File: src/rtl/draw_pkg.sv
// Shared constants for the box-drawing arbiter: requester indices, bus widths, FSM encoding.
package draw_pkg;
    localparam int NUM_REQ = 3;
    localparam logic [1:0] REQ_RESET = 2'd0;
    localparam logic [1:0] REQ_P1    = 2'd1;
    localparam logic [1:0] REQ_P2    = 2'd2;
    localparam int X_W = 8;
    localparam int Y_W = 7;
    localparam int C_W = 3;

    typedef enum logic [1:0] {
        IDLE = 2'd0,
        DRAW = 2'd1,
        DONE = 2'd2
    } state_t;
endpackage

File: src/rtl/box_pixel_counter.sv
// Raster dx/dy counter for a BOX_SIZE square; dx_nxt/dy_nxt give the following pixel, last flags the final one.
// Clear has priority over enable; no backpressure, advances one pixel per enabled clock.
module box_pixel_counter #(
    parameter int BOX_SIZE = 3
) (
    input  logic       clk,
    input  logic       resetn,
    input  logic       clr,
    input  logic       en,
    output logic [3:0] dx_nxt,
    output logic [3:0] dy_nxt,
    output logic       last
);
    localparam logic [3:0] MAX = 4'(BOX_SIZE - 1);

    logic [3:0] dx;
    logic [3:0] dy;

    always_comb begin
        dx_nxt = dx + 4'd1;
        dy_nxt = dy;
        if (dx == MAX) begin
            dx_nxt = 4'd0;
            dy_nxt = dy + 4'd1;
        end
        last = (dx == MAX) && (dy == MAX);
    end

    always_ff @(posedge clk or negedge resetn) begin
        if (!resetn) begin
            dx <= 4'd0;
            dy <= 4'd0;
        end else if (clr) begin
            dx <= 4'd0;
            dy <= 4'd0;
        end else if (en) begin
            dx <= dx_nxt;
            dy <= dy_nxt;
        end
    end
endmodule

File: src/rtl/draw_arbiter.sv
// Grants the VGA write port to one of three box requesters and rasters BOX_SIZE^2 pixels, one per clock.
// Box takes BOX_SIZE^2+2 cycles (pixels, ack, return to idle); requests are only sampled in IDLE.
module draw_arbiter import draw_pkg::*; #(
    parameter int BOX_SIZE = 3,
    parameter int X_W      = draw_pkg::X_W,
    parameter int Y_W      = draw_pkg::Y_W,
    parameter int C_W      = draw_pkg::C_W
) (
    input  logic                   clk,
    input  logic                   resetn,
    input  logic [NUM_REQ-1:0]     req,
    input  logic [NUM_REQ*X_W-1:0] req_x,
    input  logic [NUM_REQ*Y_W-1:0] req_y,
    input  logic [NUM_REQ*C_W-1:0] req_colour,
    output logic [NUM_REQ-1:0]     ack,
    output logic                   busy,
    output logic [X_W-1:0]         vga_x,
    output logic [Y_W-1:0]         vga_y,
    output logic [C_W-1:0]         vga_colour,
    output logic                   vga_plot
);
    state_t         state_q;
    state_t         state_d;
    logic [1:0]     ptr;
    logic [1:0]     grant;
    logic [1:0]     win;
    logic [X_W-1:0] lx;
    logic [Y_W-1:0] ly;
    logic [X_W-1:0] wx;
    logic [Y_W-1:0] wy;
    logic [C_W-1:0] wc;
    logic [3:0]     dx_nxt;
    logic [3:0]     dy_nxt;
    logic           last;

    box_pixel_counter #(.BOX_SIZE(BOX_SIZE)) u_cnt (
        .clk    (clk),
        .resetn (resetn),
        .clr    (state_q == IDLE),
        .en     (state_q == DRAW),
        .dx_nxt (dx_nxt),
        .dy_nxt (dy_nxt),
        .last   (last)
    );

    // Reset sweep always wins; players alternate only when both are asking.
    always_comb begin
        win = REQ_P2;
        if (req[REQ_RESET])
            win = REQ_RESET;
        else if (req[REQ_P1] && req[REQ_P2])
            win = ptr;
        else if (req[REQ_P1])
            win = REQ_P1;

        wx = req_x[REQ_P2*X_W +: X_W];
        wy = req_y[REQ_P2*Y_W +: Y_W];
        wc = req_colour[REQ_P2*C_W +: C_W];
        case (win)
            REQ_RESET: begin
                wx = req_x[REQ_RESET*X_W +: X_W];
                wy = req_y[REQ_RESET*Y_W +: Y_W];
                wc = req_colour[REQ_RESET*C_W +: C_W];
            end
            REQ_P1: begin
                wx = req_x[REQ_P1*X_W +: X_W];
                wy = req_y[REQ_P1*Y_W +: Y_W];
                wc = req_colour[REQ_P1*C_W +: C_W];
            end
            default: ;
        endcase
    end

    always_comb begin
        state_d = state_q;
        case (state_q)
            IDLE:    if (|req) state_d = DRAW;
            DRAW:    if (last) state_d = DONE;
            DONE:    state_d = IDLE;
            default: state_d = IDLE;
        endcase
    end

    always_ff @(posedge clk or negedge resetn) begin
        if (!resetn) begin
            state_q    <= IDLE;
            ptr        <= REQ_P1;
            grant      <= REQ_RESET;
            lx         <= '0;
            ly         <= '0;
            ack        <= '0;
            busy       <= 1'b0;
            vga_x      <= '0;
            vga_y      <= '0;
            vga_colour <= '0;
            vga_plot   <= 1'b0;
        end else begin
            state_q <= state_d;
            case (state_q)
                IDLE: if (|req) begin
                    grant      <= win;
                    lx         <= wx;
                    ly         <= wy;
                    vga_x      <= wx;
                    vga_y      <= wy;
                    vga_colour <= wc;
                    vga_plot   <= 1'b1;
                    busy       <= 1'b1;
                    if (win != REQ_RESET)
                        ptr <= (win == REQ_P1) ? REQ_P2 : REQ_P1;
                end
                DRAW: begin
                    if (last) begin
                        vga_plot   <= 1'b0;
                        ack[grant] <= 1'b1;
                    end else begin
                        vga_x <= lx + X_W'(dx_nxt);
                        vga_y <= ly + Y_W'(dy_nxt);
                    end
                end
                DONE: begin
                    ack  <= '0;
                    busy <= 1'b0;
                end
                default: ;
            endcase
        end
    end
endmodule
File: config.mk
export PLATFORM = sky130hd
export DESIGN_NAME = draw_arbiter
export DESIGN_NICKNAME = d
export VERILOG_FILES = /design/src/rtl/draw_pkg.sv /design/src/rtl/box_pixel_counter.sv /design/src/rtl/draw_arbiter.sv
export SDC_FILE = /design/constraint.sdc
export NUM_CORES = 1
export LEC_CHECK = 0
export BUFFER_PORTS_ARGS = -buffer_cell sky130_fd_sc_hd__clkbuf_2
export CAP_MARGIN = 20
export CORE_MARGIN = 8
export CORE_UTILIZATION = 47
export DETAILED_ROUTE_END_ITERATION = 10
export PLACE_DENSITY_LB_ADDON = 0.3
export SLEW_MARGIN = 0
export SYNTH_ARGS = -nofsm -noshare
export SYNTH_HDL_FRONTEND = slang
export SYNTH_SLANG_ARGS = --single-unit
File: constraint.sdc
create_clock -name clk -period 3.7 [get_ports clk]
set_clock_uncertainty 0.1 [all_clocks]
set_input_delay 0.185 -clock clk [delete_from_list [all_inputs] [get_ports clk]]
set_output_delay 0.185 -clock clk [all_outputs]
set_load 0.01 [all_outputs]
### After elaboration in Yosys (flattened, before gate mapping)

Cells that the tools add are included.

| word-level totals | value |
|---|---|
| register bits after elaboration | 52 |
| bits of input ports | 59 |
| output and inout port bits | 23 |
| word-level logic and storage cells | 75 |

| cells by class | value |
|---|---|
| $add $sub $neg | 4 |
| $lt $le $gt $ge | 2 |
| equal/unequal tests | 8 |
| muxes and demuxes | 30 |
| bitwise operators | 1 |
| reduce and logical (&&, ||, !) cells | 17 |

Operators by type and width:

| kind | number |
|---|---|
| 8-bit case mux with 2 select lines | 2 |
| 7-bit case mux with 2 select lines | 2 |
| 4-bit two-way mux | 6 |
| 8-bit two-way mux | 2 |
| 7-bit two-way mux | 2 |
| 2-bit two-way mux | 6 |
| 3-bit case mux with 2 select lines | 2 |
| 3-bit AND reduction | 3 |
| 4-bit by 1-bit adder with 4-bit output, second input constant | 2 |
| 8-bit by 4-bit adder with 8-bit output | 1 |
| 4-bit by 2-bit == test with 1-bit output, second input constant | 2 |
| 2-bit AND reduction | 4 |
| 2-bit nonzero test | 4 |
| 7-bit by 4-bit adder with 7-bit output | 1 |
| 2-bit != test, second input constant | 3 |
| 2-bit by 1-bit == test with 1-bit output, second input constant | 2 |
| 2-bit logical NOT | 2 |
| 1-bit case mux with 2 select lines | 2 |
| 2-bit case mux with 2 select lines | 1 |
| 1-bit logical AND | 3 |
| 2-bit by 3-bit < comparator with 1-bit output, second input constant | 1 |
| 1-bit two-way mux | 3 |
| 3-bit two-way mux | 1 |
| 3-bit bitwise OR | 1 |
| other kinds (4) | 4 |

### Logic depth before layout (Yosys ltp)

Gate-level depths: netlist (run 1).

| depth | value |
|---|---|
| depth after elaboration | 7 |
| mapped depth | 12 |
| mapped depth without buffers | 11 |

### Hierarchy

A second synthesis (run 1) with hierarchy kept.

| unflattened totals | value |
|---|---|
| cells, all modules | 330 |
| area total of the unflattened synthesis | 3,156.8 µm² |

By module, submodules not included:

| module | instances | cells each | area an instance (µm²) | sequential area each (µm²) |
|---|---|---|---|---|
| draw_arbiter | 1 | 268 | 2,597.5 | 1,102.3 |
| box_pixel_counter | 1 | 62 | 559.3 | 200.2 |

### Worst setup path before layout (run 1)

No wires, ideal clock.

| timing path | value |
|---|---|
| path kind | register -> register |
| from | register u_cnt.dx[0] |
| to | register vga_y[6] |
| library setup time | 121 ps |
| arrival time | 2,627 ps |
| required time | 3,479 ps |
| slack | 852 ps |
| cell stages (with the launch flop) | 13 |
| path buffers | 1 |
| period minus slack after synthesis | 2,848 ps |
| path through | dfrtp_1 > inv_1 > ha_1 > nor3b_1 > buf_2 > xnor2_1 > ha_1 > fa_1 > a211o_1 > o2111ai_1 > xor2_1 > a21oi_1 > a22o_1 |

| between the ends | value |
|---|---|
| longest elaborated chain between the ends | 5 |
| elaborated cells on any way between the ends | 8 |
| classes of those cells | add/sub (1); eq/ne (2); mux (3); reduce/logical (2) |

RTL lines:

| item | RTL line | text |
|---|---|---|
| from (decl) | box_pixel_counter.sv:16 | `logic [3:0] dx;` |
| from (signal assigned) | box_pixel_counter.sv:37 | `dx <= dx_nxt;` |
| 4-bit by 2-bit == test with 1-bit output * | box_pixel_counter.sv:22, box_pixel_counter.sv:26 |  |
| 4-bit two-way mux | box_pixel_counter.sv:22 | `if (dx == MAX) begin` |
| 7-bit by 4-bit adder with 7-bit output | draw_arbiter.sv:118 | `vga_y <= ly + Y_W'(dy_nxt);` |
| 7-bit two-way mux | draw_arbiter.sv:113 | `if (last) begin` |
| 7-bit case mux with 2 select lines | draw_arbiter.sv:99 | `case (state_q)` |
| to (signal assigned) | draw_arbiter.sv:105 | `vga_y <= wy;` |
| to (signal assigned) | draw_arbiter.sv:118 |  |
| to (decl) | draw_arbiter.sv:18 | `output logic [Y_W-1:0] vga_y,` |

Mark *: on every way between the ends. The rest lies on a longest branch, timed or not. The select of a mux whose other input is x is not followed.
A chain may end at the register's enable or synchronous reset.

### Worst setup path after layout (run 1)

Ends and elaborated chain as after synthesis.

==> flow_metrics.tcl, run 1 <==
set metrics [dict create \
    hold_class "in -> reg" \
    synthCells 284 \
    swShare 0.417 \
    setup_tns_ns 0 \
    fin_cells 438 \
    dieWidth_um 94.2 \
    seqPwrFrac 0.362 \
    gp_congestion 0.895 \
    antenna_found_initial 0 \
    synthSimpleGateAreaFrac 0.117 \
    crit_arrival_ns 2.98 \
    syn_avg_cell_area_um2 10.1 \
    period_needed_ns 2.88 \
    detail_route.first_pass.iterations 5 \
    fillers 525 \
    routed_wl_um 7550 \
    clkTransAtPathRegs_ns 0.10 \
    cts-root-buf "clkbuf_8" \
    setup_viol 0 \
    core_mm2 0.00592 \
    power_leakage_nw 1.73 \
    drc_errors 0 \
    grt_pass1_wl_um 12800 \
    synth_xor_xnor_area_share 0.0457 \
    max_cap_viol_count 0 \
    critPathMaxFanout 13 \
    synth_compound_area_frac 0.248 \
    ys_ff_latch 52 \
    p_comb_frac 0.524 \
    rsz0062_at_grt "no" \
    io_pins 82 \
    track_usage 0.181 \
    clockBufferDepth 2 \
    synth_edf_count 0 \
    netlist.area_leader.share 0.444 \
    via_count 2495 \
    drtAntennaViolNets 0 \
    port_buffers 81 \
    clock_latency_ns 0.31 \
    drive_gt1_frac 0.298 \
    async_flop_share 1.00 \
    fin_nets 435 \
    syn-num-nets 357 \
    fin_util 0.581 \
    start_kind "register" \
    cts_setup_buffers 0 \
    worst_slew_pin_slew_ns 0.923 \
    synth_top_family_by_area "compound AO/OA/AOI/OAI gates" \
    yosysWarnings 0 \
    synthMuxAreaShare 0.0266 \
    netlist_area_mm2 0.00287 \
    die_area_mm2 0.00887 \
    htreeDepth 2 \
    netlist.top_cell.by_area "dfrtp_1" \
    status "complete, no violations" \
    max_freq_mhz 348 \
    slew_headroom 0.384 \
    crit_type "reg -> reg" \
    final_max_slew_viol_count 0 \
    yosys-top-cells-area "dfrtp_1, a222oi_1, ha_1" \
    post-route-period-util 0.777 \
    start_util 0.485 \
    numCtsBuffers 5 \
    ir_drop_mv 0.327 \
    ys_types 44 \
    reg2reg_slack_ns 0.82 \
    cts_tree "yes" \
    p_sw_mw 1.20 \
    n_antenna_cell 0 \
    cts.sinks 52 \
    clkPwrFrac 0.115 \
    fp.dieH_um 94.2 \
    synth_adder_area_share 0.0662 \
    wl_per_cell_um 17.2 \
    viasPerCell 5.70 \
    fp-row-count 28 \
    hpwl_um 5710 \
    grt_max_degree 53 \
    first_iter_violations 204 \
    dp_cells 429 \
    seq_area_frac_synth 0.453 \
    ys.flop_type "dfrtp_1" \
    internal_power_mw 1.67 \
    syn2layout_area_growth_pct 19.7 \
    finalHoldViolations 0 \
    power_per_cell_area_mw_per_mm2 834 \
    gr-total-overflow 0 \
    critPathCaptureType "register" \
    required_ns 3.81 \
    grt_pass1_vias 2716 \
]
==> logic make-up (layout without fill, tap and decap cells) <==
family                   Yosys count  after routing
AND/OR/NAND/NOR                   73             73
adder cells (fa/ha/maj)           14             14
flip-flops                        52             52
AO/OA/AOI/OAI                     96             96
XOR/XNOR                          15             15
buffers and inverters             27            106
multiplexers                       7              7
==> per-stage QoR <==
stage          instance area [um2]  hold slack [ns]  setup WS (ns)  power [mW]
2_1_floorplan                 2870           -0.211          0.852        2.11
3_3_place_gp                  3340            0.241          0.963        2.51
3_5_place_dp                  3340            0.247          0.855        2.56
4_1_cts                       3440           0.0517          0.821        2.89
5_1_grt                       3440           0.0816          0.654        3.14
6_report                      3440           0.0574          0.824        2.87
==> layout make-up <==
class                      instances  area [um2]  share of cell area
clock inverter                     2        16.3             0.00473
clock buffer                       6        72.6              0.0211
sequential                        52        1300               0.379
tap                               75        93.8              0.0273
timing repair buffer              90         475               0.138
multi-input combinational        205        1450               0.421
inverter                           8        30.0             0.00873
==> registers in the layout (all words and copies together) (netlist names), 3 cells and up <==
name and cells:
vga_y 7, ly 7, ack 3, vga_x 8, u_cnt.dx 4, vga_colour 3, lx 8, u_cnt.dy 4
==> layer usage <==
metal / part of all wire / vias up / wire length (um) / GRT usage
li1: - / 1208 / - / -
met1: 0.45 / 1197 / 3370 / 0.228
met2: 0.47 / 83 / 3540 / 0.293
met3: 0.071 / 7 / 537 / 0.0400
met4: 0.013 / 0 / 101 / 0.0687
met5: 0 / - / 0 / 0
==> critical path: stages (launching register included) <==
cell and delay [ns]:
dfrtp_1 0.44, inv_1 0.08, ha_1 0.13, nor3b_1 0.19, buf_4 0.22, xnor2_1 0.09, ha_1 0.21, fa_1 0.43
a211o_1 0.32, o2111ai_1 0.10, xor2_1 0.17, a21oi_1 0.09, a22o_1 0.21
==> path summary, 6_finish.rpt <==
check | start | endpoint | cells past startpoint
min in group asynchronous | resetn | ly[3]$_DFFE_PN0P_ | 3
max in group asynchronous | resetn | vga_x[7]$_DFFE_PN0P_ | 3
worst min register to register | vga_x[1]$_DFFE_PN0P_ | vga_x[1]$_DFFE_PN0P_ | 1
worst max register to register | u_cnt.dx[0]$_DFFE_PN0P_ | vga_y[6]$_DFFE_PN0P_ | 12
worst min-delay path | req[0] | ptr[0]$_DFFE_PN1P_ | 2
worst max-delay path | u_cnt.dx[0]$_DFFE_PN0P_ | vga_y[6]$_DFFE_PN0P_ | 12
==> placed cells by master (no fill, tap or decap), types with 6 or more instances in the layout <==
cell / netlist / routed
a21oi_1: 12 / 12
xnor2_1: 9 / 9
a222oi_1: 15 / 15
a21o_1: 9 / 9
xor2_1: 6 / 6
clkbuf_2: 0 / 81
nor2_1: 16 / 16
nand2_1: 31 / 31
nand2b_1: 6 / 6
dfrtp_1: 51 / 51
a22o_1: 11 / 11
buf_4: 1 / 8
inv_1: 8 / 8
o21ai_0: 22 / 22
nand3_1: 6 / 6
ha_1: 12 / 12
==> cell usage after synthesis, types with 2 or more instances <==
| library cell | number |
|---|---|
| dfrtp_1 | 51 |
| nand2_1 | 31 |
| o21ai_0 | 22 |
| nor2_1 | 16 |
| a222oi_1 | 15 |
| a21oi_1 | 12 |
| ha_1 | 12 |
| a22o_1 | 11 |
| a21o_1 | 9 |
| clkbuf_1 | 9 |
| xnor2_1 | 9 |
| buf_2 | 8 |
| inv_1 | 8 |
| nand2b_1 | 6 |
| nand3_1 | 6 |
| xor2_1 | 6 |
| mux2_2 | 5 |
| nor3b_1 | 5 |
| a211oi_1 | 4 |
| nor2b_1 | 3 |
| o221a_2 | 3 |
| o31ai_1 | 3 |
| a211o_1 | 2 |
| a221o_1 | 2 |
| a31oi_1 | 2 |
| fa_1 | 2 |
| mux2i_1 | 2 |
| o2111ai_1 | 2 |
| o211ai_1 | 2 |
| or3_1 | 2 |
==> power by group through the flow <==
stage	Combinational, mW	Clock (mW)	Sequential [mW]
global placement	1.47	0	1.04
global route	1.70	0.358	1.07
floorplan	1.06	0	1.06
finish	1.50	0.329	1.04
CTS	1.52	0.341	1.04
detailed placement	1.51	0	1.05
==> timing repair <==
item,4_1_cts,5_1_grt
resized for setup,0,0
hold buffers,1,0
hold endpoints to repair,51,0
No activity file was read; power rests on OpenSTA's default activity.
==> run 2, diff against run 1 <==
Settings changed: ABC_AREA set to 1.
Clock period 3.7 ns to 2.3 ns, I/O delays scaled along.
==> flow_metrics.tcl, run 2 <==
set metrics [dict create \
    crit_chain "buf_6 > ha_4 > or2_4 > a21oi_4 > ha_4 > or2_4 > nand3_2 > nand2_1 > nand2_1 > nand3_1 > nand3_1 > nand2_1" \
    clock_latency_ns 0.31 \
    reg2reg_slack_ns 0.04 \
    min_from "req_y[5]" \
    min_path_cells 3 \
    slew_headroom 0.570 \
    place_ws_ns -0.0918 \
    final_max_slew_viol_count 0 \
    clkTransAtPathRegs_ns 0.10 \
    status "complete, no violations" \
    p_comb_frac 0.610 \
    start_kind "register" \
    via_count 3275 \
    setup_ws_ns 0.0435 \
    dp_cells 565 \
    track_usage 0.190 \
    crit_type "reg -> reg" \
    fp-row-count 30 \
    synth_most_common_cell "nand2_1" \
    grt_max_degree 53 \
    drtAntennaViolNets 0 \
    ys_types 36 \
    clkPwrFrac 0.095 \
    internal_power_mw 3.16 \
    power_per_cell_area_mw_per_mm2 1390 \
    max_freq_mhz 443 \
    critPathMaxFanout 3 \
    post-route-period-util 0.981 \
    grt_pass1_wl_um 15400 \
    fin_util 0.626 \
    core_mm2 0.00676 \
    htreeDepth 2 \
    period_needed_ns 2.26 \
    io_pins 82 \
    wl_per_cell_um 15.8 \
    reg2reg_from "u_cnt.dx[1]$_DFFE_PN0P_" \
    routed_wl_um 9440 \
    rr_endpoint "vga_x[7]$_DFFE_PN0P_" \
    gr-total-overflow 0 \
    drc_errors 0 \
    die_area_mm2 0.00985 \
    critPathCaptureType "register" \
    gp_congestion 0.890 \
    dieWidth_um 99.3 \
    whs_endpoint "ly[5]$_DFFE_PN0P_" \
    rsz0062_at_grt "yes" \
    port_buffers 81 \
    detail_route.first_pass.iterations 5 \
    yosysWarnings 0 \
    fp.dieH_um 99.3 \
    r2r_cells 12 \
    n_antenna_cell 0 \
    layout_commonest_cell "nand2_1" \
    synthCells 409 \
    ys.flop_type "dfrtp_1" \
    hpwl_um 6700 \
    power_leakage_nw 2.11 \
    viasPerCell 5.49 \
    ir_drop_mv 0.495 \
    start_util 0.482 \
    fillers 580 \
    grt_pass1_vias 3315 \
    cts-root-buf "clkbuf_8" \
    first_iter_violations 141 \
    path_delay_family "simple AND/OR/NAND/NOR gates" \
    syn2layout_area_growth_pct 29.9 \
    seq_area_frac_synth 0.400 \
    worst_slew_pin_slew_ns 0.645 \
    netlist.top_cell.by_area "dfrtp_1" \
    swShare 0.461 \
    p_sw_mw 2.71 \
    path_common_cell "nand2_1" \
    top_regs "lx (8), vga_x (8)" \
    async_flop_share 1.00 \
    layout_common_cells "nand2_1, clkbuf_2, nand3_1" \
    seqPwrFrac 0.295 \
    clockBufferDepth 2 \
    cts_tree "yes" \
    netlist.area_leader.share 0.392 \
    yosys-top-cells-count "nand2_1, nand3_1, dfrtp_1" \
    max_cap_viol_count 0 \
    cpPeakStageDelay_ns 0.46 \
    drive_gt1_frac 0.335 \
    syn-num-nets 482 \
    setup_viol 0 \
    syn_avg_cell_area_um2 7.97 \
    cp_slowest_cell "dfrtp_2" \
    netlist_area_mm2 0.00326 \
    yosys-top-cells-area "dfrtp_1, nand3_1, nand2_1" \
    synth_edf_count 0 \
    fin_nets 588 \
    numCtsBuffers 5 \
    antenna_found_initial 0 \
    cts.sinks 52 \
    finalPower_mw 5.87 \
    ys_ff_latch 52 \
    fin_cells 596 \
    hold_class "in -> reg" \
    setup_tns_ns 0 \
    required_ns 2.41 \
    finalHoldViolations 0 \
    crit_arrival_ns 2.37 \
    worst-path-buf-inv 1 \
]
[run 2: changes by cell type after synthesis, sizes merged, moves of 10 or more]
cell	change
nand2	+70
a41oi	+10
inv	+26
o21ai	-11
a222oi	-15
nand3	+70
nor2	+16
nand4	+27
[run 2: worst max path at each step]
stage,startpoint,end,slack (ns),cells after the start
after global placement,u_cnt.dx[0]$_DFFE_PN0P_,vga_y[6]$_DFFE_PN0P_,-0.03,13
after detailed placement,u_cnt.dx[0]$_DFFE_PN0P_,vga_y[6]$_DFFE_PN0P_,-0.09,13
after CTS,u_cnt.dx[0]$_DFFE_PN0P_,vga_y[6]$_DFFE_PN0P_,0.01,13
final,u_cnt.dx[1]$_DFFE_PN0P_,vga_x[7]$_DFFE_PN0P_,0.04,12
after global routing,u_cnt.dx[0]$_DFFE_PN0P_,vga_y[3]$_DFFE_PN0P_,-0.11,15
after floorplan,u_cnt.dx[0]$_DFFE_PN0P_,vga_y[6]$_DFFE_PN0P_,0.07,15
[run 2: cells by family after synthesis]
group           synth area share
xor+xnor                  0.0134
simple gates               0.351
fa+ha+maj                 0.0584
flops                      0.400
compound gates            0.0937
buf+inv                   0.0837
[run 2: repair_timing]
| item | CTS | global route |
|---|---|---|
| gates resized for setup | 8 | 31 |
| endpoints found under the hold margin | 61 | 0 |
| hold buffers | 16 | 0 |
| setup endpoints to repair | 8 | 13 |
| buffers inserted | 3 | 4 |
| pin swaps | 0 | 17 |
[run 2: metal layers]
layer	share of wire	vias to the layer above	global-route usage
met3	0.058	9	0.0363
met1	0.43	1539	0.248
li1	-	1607	-
met4	0.013	0	0.0617
met5	0	-	0
met2	0.50	120	0.307
[run 2: layout make-up]
class | instances | area (um2) | area share
multi-input cells | 303 | 1860 | 0.440
inverters | 34 | 133 | 0.0313
clock inverters | 2 | 15.0 | 0.00355
clock buffers | 6 | 82.6 | 0.0195
repair buffers | 119 | 734 | 0.174
well taps | 80 | 100 | 0.0236
flip-flops and latches | 52 | 1300 | 0.308
[run 2: through the flow]
step	area, um2	hold slack [ns]
global route	4230	0.0157
finish	4230	0.000707
global placement	3730	0.175
floorplan	3260	-0.281
detailed placement	3730	0.178
CTS	4060	0.00262
[run 2: worst reg2reg max path, cell delays in order, from the launching register on]
cell and delay [ns]:
dfrtp_2 0.46, buf_6 0.14, ha_4 0.15, or2_4 0.25
a21oi_4 0.19, ha_4 0.23, or2_4 0.25, nand3_2 0.08
nand2_1 0.05, nand2_1 0.06, nand3_1 0.06, nand3_1 0.08
nand2_1 0.06
[run 2: power by group through the flow]
| stage | clock network, mW | logic [mW] | registers [mW] |
|---|---|---|---|
| floorplan | 0 | 2.17 | 1.73 |
| global placement | 0 | 3.00 | 1.70 |
| detailed placement | 0 | 3.07 | 1.72 |
| CTS | 0.571 | 3.21 | 1.71 |
| global route | 0.603 | 4.02 | 1.79 |
| finish | 0.559 | 3.58 | 1.73 |
==> run 3, diff against run 2 <==
Settings changed: ABC_AREA 1 to unset.
==> flow_metrics.tcl, run 3 (synthesized netlist as in run 1, its figures left out) <==
set metrics [dict create \
    crit_arrival_ns 2.71 \
    critPathMaxFanout 3 \
    power_leakage_nw 1.92 \
    fillers 465 \
    via_count 2618 \
    fin_cells 466 \
    drtAntennaViolNets 0 \
    clockBufferDepth 2 \
    first_iter_violations 228 \
    port_buffers 81 \
    setup_ws_ns -0.304 \
    max_cap_viol_count 0 \
    start_util 0.485 \
    top_regs "lx (8), vga_x (8)" \
    crit_chain "inv_1 > ha_2 > nor3b_4 > buf_4 > xnor2_2 > ha_2 > fa_2 > a211o_1 > o2111ai_2 > xor2_1 > a21oi_1 > a22o_1" \
    finalPower_mw 5.42 \
    worst_slew_pin_slew_ns 0.658 \
    hpwl_um 5940 \
    place_area_mm2 0.00354 \
    n_antenna_cell 0 \
    gr-total-overflow 0 \
    max_freq_mhz 384 \
    ir_drop_mv 0.626 \
    routed_wl_um 8150 \
    layout_commonest_cell "clkbuf_2" \
    final_max_slew_viol_count 0 \
    cts.sinks 52 \
    layout_common_cells "clkbuf_2, dfrtp_1, nand2_1" \
    status "complete, but fails checks" \
    drc_errors 0 \
    finalHoldViolations 0 \
    drive_gt1_frac 0.404 \
    critPathCaptureType "register" \
    power_per_cell_area_mw_per_mm2 1410 \
    cpPeakStageDelay_ns 0.38 \
    cts-root-buf "clkbuf_8" \
    startpoint "u_cnt.dx[0]$_DFFE_PN0P_" \
    required_ns 2.41 \
    io_pins 82 \
    min_path_cells 3 \
    hold_class "in -> reg" \
    violations "setup timing" \
    crit_type "reg -> reg" \
    viasPerCell 5.62 \
    syn2layout_area_growth_pct 33.9 \
    min_from "req_x[2]" \
    wl_per_cell_um 17.5 \
    r2r_cells 12 \
    path_common_cell "ha_2" \
    dieWidth_um 94.2 \
    grt_pass1_wl_um 12900 \
    cp_slowest_cell "dfrtp_1" \
    fin_nets 463 \
    clkTransAtPathRegs_ns 0.10 \
    post-route-period-util 1.13 \
    htreeDepth 2 \
    rsz0062_at_grt "yes" \
    start_kind "register" \
    gp_congestion 0.806 \
    cts_tree "yes" \
    period_needed_ns 2.60 \
    track_usage 0.186 \
    core_mm2 0.00592 \
    slew_headroom 0.561 \
    clock_latency_ns 0.31 \
    grt_pass1_vias 2652 \
    numCtsBuffers 5 \
    dp_cells 449 \
    detail_route.first_pass.iterations 5 \
    reg2reg_from "u_cnt.dx[0]$_DFFE_PN0P_" \
    die_area_mm2 0.00887 \
    setup_viol 11 \
    grt_max_degree 53 \
    final_area_mm2 0.00385 \
    fp-row-count 28 \
    antenna_found_initial 0 \
    fp.dieH_um 94.2 \
]
-- run 3: worst max-delay path, delay by kind of cell (launching register included) --
family	cells	cell delay, ns
fa+ha+maj	3	0.73
flops	1	0.38
compound gates	4	0.62
buf+inv	2	0.22
xor+xnor	2	0.21
simple gates	1	0.24
-- run 3: worst paths after layout --
check,endpoint,slack (ns)
setup / recovery,vga_y[6]$_DFFE_PN0P_,-0.30
hold / removal,lx[2]$_DFFE_PN0P_,0.01
setup reg to reg,vga_y[6]$_DFFE_PN0P_,-0.30
hold reg to reg,vga_x[1]$_DFFE_PN0P_,0.38
max in group asynchronous,vga_colour[1]$_DFFE_PN0P_,1.31
min in group asynchronous,ly[3]$_DFFE_PN0P_,0.36
-- run 3: layout make-up --
type	count	area, um2	share of cell area
Multi-Input combinational cell	205	1630	0.423
Clock inverter	1	5.00	0.00130
Timing Repair Buffer	118	712	0.185
Tap cell	75	93.8	0.0244
Sequential cell	52	1300	0.339
Clock buffer	7	76.3	0.0198
Inverter	8	30.0	0.00781
-- run 3: repair_timing --
action	in CTS	in global routing
setup buffers	4	1
hold buffers	4	0
gates resized for setup	22	6
cloned	0	0
endpoints found under the setup margin	12	13
hold endpoints to repair	54	0
pin swaps	24	6
-- run 3: report_power, final --
part           internal [mW]  switching [mW]  total, mW
Sequential              1.35           0.321       1.67
Combinational           1.64            1.60       3.24
Clock                  0.214           0.297      0.511
Total                   3.20            2.22       5.42
-- run 3: metal layers --
metal  track usage  share of wire  vias to the layer above
li1              -              -                     1266
met1         0.227           0.42                     1261
met2         0.306           0.50                       84
met3        0.0456          0.064                        7
met4        0.0713          0.014                        0
met5             0              0                        -
-- run 3: stage by stage --
stage / utilization / setup TNS, ns / setup slack, ns / hold slack [ns]
global route: 0.650 / -3.60 / -0.423 / 0.0253
global placement: 0.598 / -1.48 / -0.227 / 0.174
detailed placement: 0.598 / -2.07 / -0.292 / 0.176
CTS: 0.642 / -1.62 / -0.270 / 0.00383
floorplan: - / -1.13 / -0.298 / -0.281
finish: 0.650 / -2.14 / -0.304 / 0.0124
